[config.mk]
export PLATFORM = sky130hd
export DESIGN_NAME = adc_frame_packer
export DESIGN_NICKNAME = d
export VERILOG_FILES = /design/src/rtl/adc_frame_packer.sv
export SDC_FILE = /design/constraint.sdc
export NUM_CORES = 1
export LEC_CHECK = 0
export ABC_CLOCK_PERIOD_IN_PS = 3500
export CORE_UTILIZATION = 35
export DETAILED_ROUTE_END_ITERATION = 10
export PLACE_DENSITY = 0.65
export SYNTH_ARGS = -nofsm -noshare
export SYNTH_HDL_FRONTEND = slang
export SYNTH_SLANG_ARGS = --single-unit
[constraint.sdc]
create_clock -name c1m -period 3.5 [get_ports c1m]
set_input_delay 1.05 -clock c1m [delete_from_list [all_inputs] [get_ports c1m]]
set_output_delay 1.05 -clock c1m [all_outputs]
set_load 0.1 [all_outputs]
[src/rtl/adc_frame_packer.sv]
// adc_frame_packer: snapshots seven 12-bit ADC channels on a periodic tick or
// on request, and streams them as a 17-byte checksummed frame (valid/ready).
`timescale 1ns/1ps
module adc_frame_packer #(
  parameter int unsigned PERIOD    = 10000,
  parameter logic [7:0]  SYNC_BYTE = 8'hA5
) (
  input  logic             c1m,
  input  logic             rst,
  input  logic [6:0][11:0] adc_data,
  input  logic             start,
  input  logic             tx_ready,
  output logic [7:0]       tx_data,
  output logic             tx_valid,
  output logic             busy,
  output logic             frame_done,
  output logic             overrun
);

  typedef enum logic {IDLE, SEND} state_t;

  state_t           r_state;
  logic [31:0]      r_per_cnt;
  logic [6:0][11:0] r_shadow;
  logic [4:0]       r_idx;
  logic [7:0]       r_csum;
  logic [7:0]       r_seq;
  logic [7:0]       r_tx_data;
  logic             r_tx_valid;
  logic             r_busy;
  logic             r_frame_done;
  logic             r_overrun;

  logic             w_auto_tick;
  logic             w_trigger;
  logic             w_accept;
  logic [4:0]       w_idx_nxt;
  logic [7:0]       w_csum_nxt;
  logic [7:0]       w_byte_nxt;

  assign w_auto_tick = (PERIOD != 0) && (r_per_cnt == 32'(PERIOD - 1));
  assign w_trigger   = start | w_auto_tick;
  assign w_accept    = r_tx_valid & tx_ready;

  // Free-running period counter, independent of the frame state.
  always_ff @(posedge c1m) begin
    if (rst) begin
      r_per_cnt <= '0;
    end else if (w_auto_tick || (PERIOD == 0)) begin
      r_per_cnt <= '0;
    end else begin
      r_per_cnt <= r_per_cnt + 32'd1;
    end
  end

  // tx_data is registered, so the byte for index+1 is formed one accept ahead;
  // the checksum byte therefore uses the sum including the byte being accepted.
  always_comb begin
    w_idx_nxt  = r_idx + 5'd1;
    w_csum_nxt = r_csum;
    if ((r_idx >= 5'd1) && (r_idx <= 5'd15)) begin
      w_csum_nxt = r_csum + r_tx_data;
    end
    w_byte_nxt = w_csum_nxt;
    if (w_idx_nxt == 5'd1) begin
      w_byte_nxt = r_seq;
    end
    for (int unsigned k = 0; k < 7; k++) begin
      if (w_idx_nxt == 5'(2 + 2 * k)) begin
        w_byte_nxt = {4'h0, r_shadow[k][11:8]};
      end
      if (w_idx_nxt == 5'(3 + 2 * k)) begin
        w_byte_nxt = r_shadow[k][7:0];
      end
    end
  end

  always_ff @(posedge c1m) begin
    if (rst) begin
      r_state      <= IDLE;
      r_shadow     <= '0;
      r_idx        <= '0;
      r_csum       <= '0;
      r_seq        <= '0;
      r_tx_data    <= '0;
      r_tx_valid   <= 1'b0;
      r_busy       <= 1'b0;
      r_frame_done <= 1'b0;
      r_overrun    <= 1'b0;
    end else begin
      r_frame_done <= 1'b0;
      r_overrun    <= 1'b0;
      case (r_state)
        IDLE: begin
          if (w_trigger) begin
            r_shadow   <= adc_data;
            r_csum     <= '0;
            r_idx      <= '0;
            r_tx_data  <= SYNC_BYTE;
            r_tx_valid <= 1'b1;
            r_busy     <= 1'b1;
            r_state    <= SEND;
          end
        end
        SEND: begin
          r_overrun <= w_trigger;
          if (w_accept) begin
            r_csum <= w_csum_nxt;
            if (r_idx == 5'd16) begin
              r_state      <= IDLE;
              r_tx_valid   <= 1'b0;
              r_busy       <= 1'b0;
              r_tx_data    <= '0;
              r_seq        <= r_seq + 8'd1;
              r_frame_done <= 1'b1;
            end else begin
              r_idx     <= w_idx_nxt;
              r_tx_data <= w_byte_nxt;
            end
          end
        end
        default: r_state <= IDLE;
      endcase
    end
  end

  assign tx_data    = r_tx_data;
  assign tx_valid   = r_tx_valid;
  assign busy       = r_busy;
  assign frame_done = r_frame_done;
  assign overrun    = r_overrun;

endmodule

==> results of run 1 <==
## final cells by class
type                    count  area, µm²  area share, %
well taps                 275      344.1          3.644
repair buffers            135       1229          13.01
clock inverters             9      118.9          1.259
inverters                   9      33.78         0.3578
multi-input cells         768       4264          45.16
clock buffers              21      470.5          4.982
flip-flops and latches    149       2983          31.59
## critical path: stages (launching register included)
cell	delay, ps
dfxtp_1	310
ha_1	210
and3_1	180
ha_1	570
and2_1	390
buf_4	260
nand2_2	110
o21ai_1	290
nor2_1	90
or4_1	500
## synthesized netlist by cell type, types with 5 or more instances
master,number,area [µm²]
and3_1,12,75.07
nor4_1,7,43.79
a211oi_1,6,45.04
xnor2_1,10,87.58
a311oi_1,5,43.79
and2_1,6,37.54
o221ai_1,7,61.31
dfxtp_1,149,2983
clkbuf_1,36,135.1
nand3b_1,5,37.54
nor3_1,15,75.07
nand2b_1,7,43.79
nand2_1,224,840.8
inv_1,9,33.78
buf_2,19,95.09
o22ai_1,14,87.58
xor2_1,33,289.0
a22oi_1,7,52.55
a21oi_1,122,610.6
o21ai_0,33,165.2
ha_1,15,187.7
a221oi_1,8,70.07
nand4_1,17,106.4
mux2i_1,6,60.06
nor2_1,98,367.9
a32oi_1,9,78.83
buf_4,12,90.09
o211ai_1,5,37.54
nand3_1,23,115.1
## metrics by stage
step | setup WS (ps) | power, W | utilization, %
after floorplan | 437.3 | 0.002070 | -
after global placement | 604.7 | 0.002244 | 41.72
after detailed placement | 533.0 | 0.002248 | 41.72
after CTS | 515.3 | 0.004093 | 44.50
after global routing | 271.7 | 0.004217 | 44.50
final | 432.8 | 0.004053 | 44.50
## flip-flops by register name (all words and copies together), names as in the netlist
signal / cells
overrun: 1
tx_data: 8
r_seq: 8
frame_done: 1
r_state: 1
r_idx: 5
r_csum: 8
r_shadow: 84
busy: 1
r_per_cnt: 32
## metal layers
| metal | global-route usage, % | up-vias |
|---|---|---|
| li1 | - | 3660 |
| met1 | 30.15 | 3431 |
| met2 | 31.60 | 303 |
| met3 | 4.817 | 30 |
| met4 | 7.071 | 0 |
| met5 | 0 | - |
## kinds of logic (layout without fill, tap and decap cells)
family                   after synthesis  after routing
adder cells (fa/ha/maj)               16             16
XOR/XNOR                              43             43
multiplexers                           6              6
AO/OA/AOI/OAI                        259            259
AND/OR/NAND/NOR                      444            444
flip-flops                           149            149
buffers and inverters                 81            174
## final timing paths
path / from / end / slack (ps) / depth (start not counted)
setup / recovery: r_idx[0] / tx_data[0] / 430 / 9
setup reg to reg: r_idx[0] / tx_data[0] / 430 / 9
hold / removal: r_per_cnt[0] / r_per_cnt[0] / 450 / 1
hold reg to reg: r_per_cnt[0] / r_per_cnt[0] / 450 / 1
## power by group
part | switching [W] | total [W] | internal [W]
clock | 0.000732 | 0.00184 | 0.00111
sequential | 0.0000497 | 0.00181 | 0.00176
combinational | 0.000229 | 0.000403 | 0.000174
==> flow_summary.yaml, run 1 <==
run_status:
  status: "finished, final reports clean"
placed_design:
  port_buffers: 99
  postPlaceCellArea_mm2: 0.008853
  dpl.cell_count: 1336
  dp_hpwl_mm: 16.79
  gp_congestion: 0.9160
cts:
  cts_tree: "yes"
  hold_buffers: 0
  postCtsSetupBuffers: 0
  clk_pin_slew_worst_paths_ps: 70
  clock_sinks: 149
  cts_buffers: 17
  cts_resized: 0
  clk_latency_ps: 430
  clockBufferDepth: 2
  cts_root_buf: "clkbuf_16"
  cts-htree-levels: 4
drt:
  drc: 0
  drt-initial-drc-count: 832
  m1WireLength_mm: 10.78
  wire_per_inst_um: 16.90
  met3_length_mm: 1.654
  firstDrtPassIters: 8
  top_layer: "met4"
  ant_nets: 0
  via_count: 7424
  viasPerCell: 5.435
  wl_met2_mm: 10.23
  detail_route.wirelength_mm: 23.08
floorplan:
  io_pins: 100
  core_mm2: 0.02122
  die-area_mm2: 0.02243
  start_util_pct: 36.01
  num_rows: 53
  die_y_um: 149.8
  die-width_um: 149.8
grt:
  grt_pass1_vias: 6913
  grt_pass1_wl_mm: 36.89
  grt_max_degree: 73
  gr-usage-all-layers_pct: 21.29
  antenna_found_initial: 0
  overflow: 0
logic_synthesis:
  synth_compound_area_share_pct: 21.38
  ys_async_sr_fraction_pct: 0
  syn_area_mm2: 0.007642
  synthFlopType: "dfxtp_1"
  synth_fa_ha_area_share_pct: 2.718
  synth_edf_count: 0
  yosys.area_share.simple_pct: 25.98
  synth_seq_cells: 149
  yosys.area_share.xor_xnor_pct: 4.928
  synth_top_family_by_area: "simple AND/OR/NAND/NOR gates"
  muxShareOfSynthArea_pct: 0.7859
  ys_types: 72
  synth_area_per_cell_um2: 7.658
  synthesis.nets: 1102
  ys_seq_area_share_pct: 39.03
  synth_warnings: 0
  synthCells: 998
critical_path:
  worstSetupEndpointType: "register"
  crit_type: "register to register"
  worstPathRequired_ps: 3800
  cp-start-kind: "register"
  arrival_ps: 3370
  cp_max_fo: 15
timing:
  fmax_mhz: 326.0
  slew_headroom_pct: 37.27
  drv_slew: 0
  hold_viol_final: 0
  finalSetupViolCount: 0
  worst_slew_pin_slew_ps: 932.4
  finalCriticalPeriod_ps: 3067
  clock_skew_ps: 11.16
  grt_setup_unrepaired: "no"
  fin_crit_sh_pct: 87.64
  final.setup.tns_ps: 0
  hold_ws_ps: 445.5
min_path:
  holdCritPathClass: "register to register"
layout:
  final_common_cell: "nand2_1"
  final_cell_count_no_fill: 1366
  final_cell_mix: "nand2_1 (224), dfxtp_1 (149), a21oi_1 (122), nor2_1 (98), clkdlybuf4s50_1 (86)"
  area.growth.synth_to_final_pct: 23.56
  antennaDiodeCount: 0
  drive_gt1_share_pct: 8.616
  final_area_mm2: 0.009443
  fin_nets: 1184
  fillers: 2161
pwr:
  p_per_area_mw_per_mm2: 429.2
  p_leak_nw: 3.484
  ir_drop_uv: 286.4
job:
  drv_cap: 0
Power figures use the tool's default switching activity.
==> run 2: changes to the inputs <==
--- a/config.mk
+++ b/config.mk
@@ -8,7 +8,8 @@
 export ABC_CLOCK_PERIOD_IN_PS = 3500
 export CORE_UTILIZATION = 35
 export DETAILED_ROUTE_END_ITERATION = 10
-export PLACE_DENSITY = 0.65
+export GPL_ROUTABILITY_DRIVEN = 0
+export SKIP_LAST_GASP = 1
 export SYNTH_ARGS = -nofsm -noshare
 export SYNTH_HDL_FRONTEND = slang
 export SYNTH_SLANG_ARGS = --single-unit
==> flow_summary.yaml, run 2 (synthesized netlist as in run 1, its figures left out) <==
timing:
  worst_slew_pin_slew_ps: 1005
  slew_headroom_pct: 32.82
  fin_crit_sh_pct: 89.50
  finalSetupViolCount: 0
  grt_setup_unrepaired: "no"
  finalWorstSetupSlack_ps: 367.7
  hold_viol_final: 0
  drv_slew: 0
  fmax_mhz: 319.3
  final.setup.tns_ps: 0
  finalCriticalPeriod_ps: 3132
  clock_skew_ps: 10.85
critical_path:
  cp_cell_sequence: "ha_1 > buf_4 > nand2_1 > nor3_2 > nor2_1 > o22ai_1 > a222oi_1 > o221ai_1 > a31o_2"
  arrival_ps: 3450
  critPathBufInv: 1
  worstSetupEndpointType: "register"
  worstPathRequired_ps: 3820
  cpPeakStageDelay_ps: 660
  cp-start-kind: "register"
  cp_max_fo: 15
  crit_type: "register to register"
  critical-path-top-delay-family: "compound AO/OA/AOI/OAI gates"
  crit_path_top_delay_cell: "nor2_1"
grt:
  grt_pass1_wl_mm: 37.25
  overflow: 0
  busiest_layer: "met2"
  antenna_found_initial: 0
  grt_pass1_vias: 6906
  use_met3_pct: 5.396
  grt_use_met1_pct: 30.09
  gr-usage-all-layers_pct: 21.56
  grt_max_degree: 70
  met2_usage_pct: 31.78
floorplan:
  die_y_um: 149.8
  start_util_pct: 36.01
  io_pins: 100
  die-area_mm2: 0.02243
  core_mm2: 0.02122
  die-width_um: 149.8
  num_rows: 53
drt:
  via_count: 7547
  ant_nets: 0
  drt-initial-drc-count: 671
  firstDrtPassIters: 8
  wire_per_inst_um: 17.21
  detail_route.wirelength_mm: 23.66
  viasPerCell: 5.489
  drc: 0
layout:
  seq_area_mm2: 0.002983
  postLayoutCoreUtil_pct: 44.84
  final_common_cell: "nand2_1"
  antennaDiodeCount: 0
  fin_nets: 1191
  multi_input_area_mm2: 0.004264
  largest_reg_flops: 84
  largestRegisters: "r_shadow: 84 flops, r_per_cnt: 32 flops"
  area.growth.synth_to_final_pct: 24.51
  final_cell_mix: "nand2_1 (224), dfxtp_1 (149), a21oi_1 (122), nor2_1 (98), clkdlybuf4s50_1 (86)"
  drive_gt1_share_pct: 9.455
  fillers: 2181
  largest-register: "r_shadow"
pwr:
  p_leak_nw: 3.526
  ir_drop_uv: 255.7
  p_per_area_mw_per_mm2: 428.7
cts:
  clk_pin_slew_worst_paths_ps: 60
  hold_buffers: 0
  postCtsSetupBuffers: 0
  clock_sinks: 149
  cts_resized: 0
  cts_buffers: 17
  cts-htree-levels: 4
  cts_root_buf: "clkbuf_16"
  clockBufferDepth: 2
  cts_tree: "yes"
  clk_latency_ps: 430
min_path:
  holdCritPathClass: "register to register"
run_status:
  status: "finished, final reports clean"
placed_design:
  post-place-ws_ps: 380.2
  port_buffers: 99
  dp_hpwl_mm: 17.09
job:
  drv_cap: 0
[run 2: area by class of cell]
cell class	count	area share (%)
Sequential cell	149	31.35
Tap cell	275	3.616
Timing Repair Buffer	142	13.60
Clock buffer	19	4.760
Inverter	9	0.3550
Clock inverter	13	1.512
Multi-Input combinational cell	768	44.81
[run 2: power by group]
group | total [W] | switching (W) | internal [W]
logic | 0.000409 | 0.000232 | 0.000177
clock network | 0.00186 | 0.000763 | 0.00109
registers | 0.00181 | 0.0000518 | 0.00176
[run 2: worst paths after layout]
check               start            to  slack (ps)  cells past startpoint
max              r_idx[0]    tx_data[5]         370                      9
min          r_per_cnt[0]  r_per_cnt[0]         460                      1
max reg2reg      r_idx[0]    tx_data[5]         370                      9
min reg2reg  r_per_cnt[0]  r_per_cnt[0]         460                      1
[run 2: metrics by stage]
stage                     hold WS [ps]  power [W]  std cells  area (µm²)
after floorplan                  417.5   0.002070        998        7642
after detailed placement         444.0   0.002255       1343        8919
after CTS                        457.0   0.004114       1375        9515
final                            456.1   0.004079       1375        9515
after global placement           431.2   0.002254       1343        8919
after global routing             471.3   0.004226       1375        9515
[run 2: worst reg2reg max path, stage by stage, from the launching register on]
cell      delay (ps)
dfxtp_1          350
ha_1             240
buf_4            200
nand2_1          180
nor3_2           100
nor2_1           660
o22ai_1          280
a222oi_1         510
o221ai_1         220
a31o_2           270
[run 2: routing by layer]
metal	wire length [µm]	up-vias
met4	511	0
met3	1733	34
li1	-	3673
met1	11260	3573
met5	0	-
met2	10160	267
